$ cat config.mk
export PLATFORM = sky130hd
export DESIGN_NAME = lb_rxbuf_reader
export DESIGN_NICKNAME = d
export VERILOG_FILES = /design/src/rtl/lb_bus_pkg.sv /design/src/rtl/lb_skid_fifo2.sv /design/src/rtl/lb_rxbuf_reader.sv
export SDC_FILE = /design/constraint.sdc
export NUM_CORES = 1
export LEC_CHECK = 0
export BUFFER_PORTS_ARGS = -buffer_cell sky130_fd_sc_hd__buf_2
export CAP_MARGIN = 10
export CORE_MARGIN = 10
export CORE_UTILIZATION = 25
export CTS_CLUSTER_DIAMETER = 80
export CTS_CLUSTER_SIZE = 8
export DETAILED_ROUTE_END_ITERATION = 12
export PLACE_DENSITY = 0.45
export SYNTH_ARGS = -nofsm -noshare
export SYNTH_HDL_FRONTEND = slang
export SYNTH_SLANG_ARGS = --single-unit
$ cat constraint.sdc
create_clock -name sys_clk -period 2.85 [get_ports sys_clk]
set_input_delay 0.285 -clock sys_clk [delete_from_list [all_inputs] [get_ports sys_clk]]
set_output_delay 0.285 -clock sys_clk [all_outputs]
set_load 0.05 [all_outputs]
$ cat src/rtl/lb_bus_pkg.sv
// Shared definitions for the local-bus receive path: reader FSM states,
// rx buffer header layout and the default payload length limit.
package lb_bus_pkg;

    typedef enum logic [2:0] {
        IDLE,
        RD_HDR,
        LEN,
        PAYLOAD,
        DRAIN,
        DONE
    } rx_state_t;

    localparam logic [15:0] LEN_HI_OFS  = 16'd0;
    localparam logic [15:0] LEN_LO_OFS  = 16'd1;
    localparam logic [15:0] PAYLOAD_OFS = 16'd2;

    localparam int LB_MAX_LEN = 2040;

    // rx buffer addresses wrap modulo 2^16
    function automatic logic [15:0] rxbuf_addr(input logic [15:0] base, input logic [15:0] ofs);
        return base + ofs;
    endfunction

endpackage

$ cat src/rtl/lb_skid_fifo2.sv
// Two-entry first-word-fall-through buffer between the rx buffer read data
// and the application port; an arriving byte bypasses storage when it can.
module lb_skid_fifo2 (
    input  logic       clk,
    input  logic       rst,
    input  logic       in_valid,
    input  logic [7:0] in_data,
    output logic       out_valid,
    input  logic       out_ready,
    output logic [7:0] out_data,
    output logic [1:0] count
);

    logic [7:0] mem_q [2];
    logic [7:0] mem_d [2];
    logic       head_q, head_d;
    logic [1:0] count_q, count_d;
    logic       store;
    logic       pop;

    always_ff @(posedge clk) begin
        if (rst) begin
            mem_q   <= '{default: 8'h00};
            head_q  <= 1'b0;
            count_q <= 2'd0;
        end else begin
            mem_q   <= mem_d;
            head_q  <= head_d;
            count_q <= count_d;
        end
    end

    always_comb begin
        out_valid = (count_q != 2'd0) || in_valid;
        out_data  = (count_q != 2'd0) ? mem_q[head_q] : in_data;
        pop       = (count_q != 2'd0) && out_ready;
        // Only store when the byte cannot go straight through an empty buffer
        store     = in_valid && !((count_q == 2'd0) && out_ready);
        mem_d     = mem_q;
        head_d    = head_q;
        count_d   = count_q;
        if (store) begin
            mem_d[head_q ^ count_q[0]] = in_data;
        end
        if (pop) begin
            head_d = ~head_q;
        end
        case ({store, pop})
            2'b10:   count_d = count_q + 2'd1;
            2'b01:   count_d = count_q - 2'd1;
            default: count_d = count_q;
        endcase
    end

    assign count = count_q;

endmodule

$ cat src/rtl/lb_rxbuf_reader.sv
// Consumer side of the local-bus rx buffer: reads the length header of each
// stored frame and streams its payload out over a valid/ready byte port.
module lb_rxbuf_reader
    import lb_bus_pkg::*;
#(
    parameter int          MAX_LEN   = LB_MAX_LEN,
    parameter logic [15:0] BASE_ADDR = 16'h0000,
    parameter int          CNT_W     = 8
) (
    input  logic             sys_clk,
    input  logic             rst,
    input  logic             got_frame,
    input  logic [7:0]       frame_id,
    input  logic [7:0]       frame_type,
    input  logic             sn_error,
    output logic             rxbuf_rden,
    output logic [15:0]      rxbuf_rdaddr,
    input  logic [7:0]       rxbuf_rdata,
    output logic             app_valid,
    input  logic             app_ready,
    output logic [7:0]       app_data,
    output logic             app_sof,
    output logic             app_eof,
    output logic [7:0]       app_id,
    output logic [7:0]       app_type,
    output logic [15:0]      app_len,
    output logic             busy,
    output logic             frame_done,
    output logic [CNT_W-1:0] drop_cnt,
    output logic [CNT_W-1:0] ovr_cnt
);

    rx_state_t        state_q, state_d;
    logic             hdr_step_q, hdr_step_d;
    logic [7:0]       hi_q, hi_d;
    logic [15:0]      len_q, len_d;
    logic [15:0]      rem_q, rem_d;
    logic [15:0]      addr_q, addr_d;
    logic [15:0]      out_idx_q, out_idx_d;
    logic             pl_inflight_q, pl_inflight_d;
    logic [7:0]       id_q, id_d;
    logic [7:0]       type_q, type_d;
    logic [CNT_W-1:0] drop_q, drop_d;
    logic [CNT_W-1:0] ovr_q, ovr_d;
    logic             sn_done_q, sn_done_d;

    logic [15:0]      n_len;
    logic             len_big;
    logic             credit_ok;
    logic             eof_hs;
    logic             fifo_valid;
    logic [7:0]       fifo_data;
    logic [1:0]       fifo_count;

    lb_skid_fifo2 u_fifo (
        .clk       (sys_clk),
        .rst       (rst),
        .in_valid  (pl_inflight_q),
        .in_data   (rxbuf_rdata),
        .out_valid (fifo_valid),
        .out_ready (app_ready),
        .out_data  (fifo_data),
        .count     (fifo_count)
    );

    always_ff @(posedge sys_clk) begin
        if (rst) begin
            state_q       <= IDLE;
            hdr_step_q    <= 1'b0;
            hi_q          <= 8'h00;
            len_q         <= 16'h0000;
            rem_q         <= 16'h0000;
            addr_q        <= 16'h0000;
            out_idx_q     <= 16'h0000;
            pl_inflight_q <= 1'b0;
            id_q          <= 8'h00;
            type_q        <= 8'h00;
            drop_q        <= '0;
            ovr_q         <= '0;
            sn_done_q     <= 1'b0;
        end else begin
            state_q       <= state_d;
            hdr_step_q    <= hdr_step_d;
            hi_q          <= hi_d;
            len_q         <= len_d;
            rem_q         <= rem_d;
            addr_q        <= addr_d;
            out_idx_q     <= out_idx_d;
            pl_inflight_q <= pl_inflight_d;
            id_q          <= id_d;
            type_q        <= type_d;
            drop_q        <= drop_d;
            ovr_q         <= ovr_d;
            sn_done_q     <= sn_done_d;
        end
    end

    // The low length byte is only on rxbuf_rdata during LEN, so N is decoded live
    assign n_len     = {hi_q, rxbuf_rdata};
    assign len_big   = n_len > 16'(MAX_LEN);
    assign credit_ok = ({1'b0, pl_inflight_q} + fifo_count) < 2'd2;
    assign eof_hs    = app_valid && app_ready && app_eof;

    always_comb begin
        state_d = state_q;
        case (state_q)
            IDLE:    if (got_frame && !sn_error) state_d = RD_HDR;
            RD_HDR:  if (hdr_step_q) state_d = LEN;
            LEN:     state_d = ((n_len == 16'd0) || len_big) ? DONE : PAYLOAD;
            PAYLOAD: begin
                if (eof_hs) begin
                    state_d = DONE;
                end else if (rem_q == 16'd0) begin
                    state_d = DRAIN;
                end
            end
            DRAIN:   if (eof_hs) state_d = DONE;
            DONE:    state_d = IDLE;
            default: state_d = IDLE;
        endcase
    end

    always_comb begin
        hdr_step_d    = hdr_step_q;
        hi_d          = hi_q;
        len_d         = len_q;
        rem_d         = rem_q;
        addr_d        = addr_q;
        out_idx_d     = out_idx_q;
        id_d          = id_q;
        type_d        = type_q;
        drop_d        = drop_q;
        ovr_d         = ovr_q;
        sn_done_d     = 1'b0;
        pl_inflight_d = 1'b0;
        rxbuf_rden    = 1'b0;
        rxbuf_rdaddr  = 16'h0000;
        case (state_q)
            IDLE: begin
                if (got_frame) begin
                    if (sn_error) begin
                        drop_d    = (&drop_q) ? drop_q : drop_q + CNT_W'(1);
                        sn_done_d = 1'b1;
                    end else begin
                        id_d       = frame_id;
                        type_d     = frame_type;
                        hdr_step_d = 1'b0;
                        out_idx_d  = 16'h0000;
                    end
                end
            end
            RD_HDR: begin
                rxbuf_rden   = 1'b1;
                rxbuf_rdaddr = rxbuf_addr(BASE_ADDR, hdr_step_q ? LEN_LO_OFS : LEN_HI_OFS);
                hdr_step_d   = 1'b1;
                if (hdr_step_q) begin
                    hi_d = rxbuf_rdata;
                end
            end
            LEN: begin
                len_d = n_len;
                if (len_big) begin
                    drop_d = (&drop_q) ? drop_q : drop_q + CNT_W'(1);
                end else if (n_len != 16'd0) begin
                    // Buffer is empty here, so the first payload read needs no credit check
                    rxbuf_rden    = 1'b1;
                    rxbuf_rdaddr  = rxbuf_addr(BASE_ADDR, PAYLOAD_OFS);
                    addr_d        = rxbuf_addr(BASE_ADDR, PAYLOAD_OFS + 16'd1);
                    rem_d         = n_len - 16'd1;
                    pl_inflight_d = 1'b1;
                end
            end
            PAYLOAD: begin
                if ((rem_q != 16'd0) && credit_ok) begin
                    rxbuf_rden    = 1'b1;
                    rxbuf_rdaddr  = addr_q;
                    addr_d        = addr_q + 16'd1;
                    rem_d         = rem_q - 16'd1;
                    pl_inflight_d = 1'b1;
                end
            end
            default: ;
        endcase
        if (app_valid && app_ready) begin
            out_idx_d = out_idx_q + 16'd1;
        end
        if (got_frame && (state_q != IDLE)) begin
            ovr_d = (&ovr_q) ? ovr_q : ovr_q + CNT_W'(1);
        end
    end

    always_comb begin
        app_valid  = fifo_valid;
        app_data   = fifo_valid ? fifo_data : 8'h00;
        app_sof    = fifo_valid && (out_idx_q == 16'd0);
        app_eof    = fifo_valid && (out_idx_q == (len_q - 16'd1));
        app_id     = id_q;
        app_type   = type_q;
        app_len    = len_q;
        busy       = (state_q != IDLE);
        frame_done = (state_q == DONE) || sn_done_q;
        drop_cnt   = drop_q;
        ovr_cnt    = ovr_q;
    end

endmodule
==> flow_summary.ini <==
[run_status]
status = complete, but fails checks
failed_checks = negative setup slack

[synthesis]
synth_flop_cell = dfxtp_1
syn_avg_cell_area_um2 = 7.780
synth_cells = 889
synth_nets = 926
synth_edf_count = 0
yosys_warnings = 0
ys_seq_area_frac = 0.3734
yosys_register_bits = 129
syn_area_um2 = 6917
synthArstFlopShare = 0
ys_types = 68

[critical_path]
crit_arrival_ns = 2.57
timing.rr.start = app_len[0]$_SDFFE_PP0P_
slowest_stage = or4_4
cp.required_ns = 2.57
crit_chain = buf_4 -> or4_4 -> or3_4 -> a21oi_2 -> o211ai_4 -> nor4_4 -> buf_6
crit_type = flop to primary output
reg2reg_depth = 9
critPathLaunch = app_len[0]$_SDFFE_PP0P_
r2r_slack_ns = 0.12
path_max_fanout = 6
endpoint_kind = primary output
critPathMaxStageDelay_ns = 0.55
worstReg2RegEnd = state_q[0]$_SDFFE_PP0P_
worst-path-buf-inv = 2
crit_family = simple AND/OR/NAND/NOR gates
setup.worst_path.start_class = flop

[hold_path]
worstHoldStart = frame_type[0]
worstHoldEndpoint = app_type[0]$_SDFFE_PP0P_
min_path_cells = 3
min-delay-path-class = primary input to flop

[sta]
whs_ns = 0.09835
max_freq_mhz = 349.7
slew_headroom = 0.5961
setup_viol = 1
layout_min_cycle_time_ns = 2.859
rsz0062_at_grt = true
worstMarginPinSlew_ns = 0.6032
layout_setup_ws_ns = -0.009418
finalCritPeriodShare = 1.003
finalClockSkew_ns = 0.01195
slew_violations = 0
hold_viol = 0

[global_routing]
grt_max_degree = 41
grt_pass1_vias = 6482
grt.total_usage = 0.1290
grt_pass1_wl_mm = 36.83
overflow = 0
antenna_found_initial = 1

[cts]
cts_buffers = 17
clock-root-buffer = clkbuf_16
htree_levels = 4
cts_tree = built
cts_sinks = 129
ctsHoldBuffers = 0
cts_buffer_depth = 2
clkLatencyLatePin_ns = 0.42
clk_pin_slew_ns = 0.06

[placement]
place.gp.congestion = 0.8195
hpwlAfterDp_mm = 16.84
place_inst = 1365
port_buffers = 106
post_dp_cell_area_um2 = 8114

[cells_and_area]
ff_latch_area_um2 = 2590
design_area_um2 = 8880
fillers = 2932
final_common_cell = nand2_1
final_cell_mix = nand2_1 (146), dfxtp_1 (125), buf_2 (104)
final_cells = 1402
drive_gt1_frac = 0.2459
multi_input_area_um2 = 4158
nNetsFinal = 1053
area_growth_pct = 28.38

[die]
start_util = 0.2552
io_pins = 107
core_um2 = 27100
rows = 60
die_h_um = 186.3
die_area_um2 = 34720
die_w_um = 186.3

[power]
leakage_uw = 0.003604
seqPwrFrac = 0.376
comb_power_share = 0.189
ir_drop_v = 0.0003618
p_int_uw = 3559
switching_share = 0.3045
power_density_nw_per_um2 = 576.3
switchingPower_uw = 1558
clock_power_share = 0.435

[drt]
drtPass1Iterations = 4
routedWlPerCell_um = 16.25
drc_errors = 0
vias = 6692
drtIter0Drc = 458
ant_nets = 0
routed_wl_mm = 22.78
drt-vias-per-instance = 4.773

[job]
cap_violations = 0
## timing repair
item / 4_1_cts / 5_1_grt
gates cloned: 0 / 0
endpoints found under the setup margin: 15 / 23
gates resized for setup: 17 / 10
pin swaps: 8 / 2
setup buffers: 2 / 2
## state kept, by name (all words and copies together) (netlist names)
name           count
addr_q            16
app_len           16
out_idx_q         16
rem_q             16
u_fifo.mem_q      16
app_id             8
app_type           8
drop_cnt           8
hi_q               8
ovr_cnt            8
state_q            3
u_fifo.count       2
hdr_step_q         1
pl_inflight_q      1
sn_done_q          1
u_fifo.head_q      1
## logic make-up after synthesis
group,after synthesis,synth area share
simple gates,414,0.2896
mux,27,0.03980
xor+xnor,48,0.06187
compound gates,189,0.1746
fa+ha+maj,8,0.01447
buf+inv,74,0.04631
flops,129,0.3734
## layout make-up
type | instances | area share
flip-flops and latches | 129 | 0.2917
clock buffers | 21 | 0.05298
clock inverters | 11 | 0.01451
multi-input cells | 686 | 0.4682
well taps | 372 | 0.05242
diodes | 1 | 0.0002818
inverters | 13 | 0.005495
repair buffers | 169 | 0.1144
## layer usage
layer,global-route usage,vias to the layer above,part of all wire
li1,-,3395,-
met5,0,-,0
met3,0.02365,18,0.035
met4,0.03940,0,0.014
met1,0.1773,3151,0.50
met2,0.1995,128,0.45
## power by group through the flow
| stage | Sequential, uW | Clock (uW) | Combinational (uW) |
|---|---|---|---|
| finish | 1930 | 2220 | 969 |
| global route | 1930 | 2370 | 1050 |
| CTS | 1920 | 2280 | 950 |
| detailed placement | 1960 | 0 | 918 |
| global placement | 1960 | 0 | 922 |
| floorplan | 2060 | 0 | 534 |
## per-stage QoR
step                power, uW    util  setup TNS, ns  setup WS (ns)
finish                   5118  0.3277      -0.009418      -0.009418
global route             5350  0.3277        -0.1956        -0.1476
CTS                      5158  0.3249       -0.02507       -0.02507
detailed placement       2880  0.2994              0         0.1118
global placement         2882  0.2994              0         0.1304
floorplan                2596       -       -0.01779       -0.01779
## worst min-delay path: cells and delay by family
family          cells  cell delay (ns)
buf+inv             1             0.09
simple gates        1             0.04
compound gates      1             0.05
## worst max-delay path by stage
stage	cells past startpoint	to	slack [ns]
5_1_grt	7	app_eof	-0.15
4_1_cts	7	app_eof	-0.03
6_report	7	app_eof	-0.009
2_1_floorplan	7	app_eof	-0.02
3_3_place_gp	8	app_eof	0.13
3_5_place_dp	9	state_q[0]$_SDFFE_PP0P_	0.11
## synthesized netlist by cell type, types with 5 or more instances
cell / n / area share
or2_2: 5 / 0.0045
nor2_1: 92 / 0.050
a31oi_1: 8 / 0.0072
nor3_1: 27 / 0.020
o2111ai_1: 12 / 0.015
o21ai_0: 26 / 0.019
inv_1: 13 / 0.0071
clkbuf_1: 49 / 0.027
o21ai_1: 6 / 0.0043
and3_1: 8 / 0.0072
nor4_1: 14 / 0.013
xor2_1: 22 / 0.028
a211oi_1: 11 / 0.012
or3_1: 23 / 0.021
nand3_1: 24 / 0.017
nand4_1: 16 / 0.014
and2_1: 17 / 0.015
a21oi_1: 84 / 0.061
buf_6: 5 / 0.0081
or4_1: 6 / 0.0065
mux2i_1: 23 / 0.033
ha_1: 8 / 0.014
nor2b_1: 10 / 0.0090
dfxtp_1: 129 / 0.37
o211ai_1: 6 / 0.0065
xnor2_1: 25 / 0.032
nand2_1: 146 / 0.079
No activity file was read; power rests on OpenSTA's default activity.
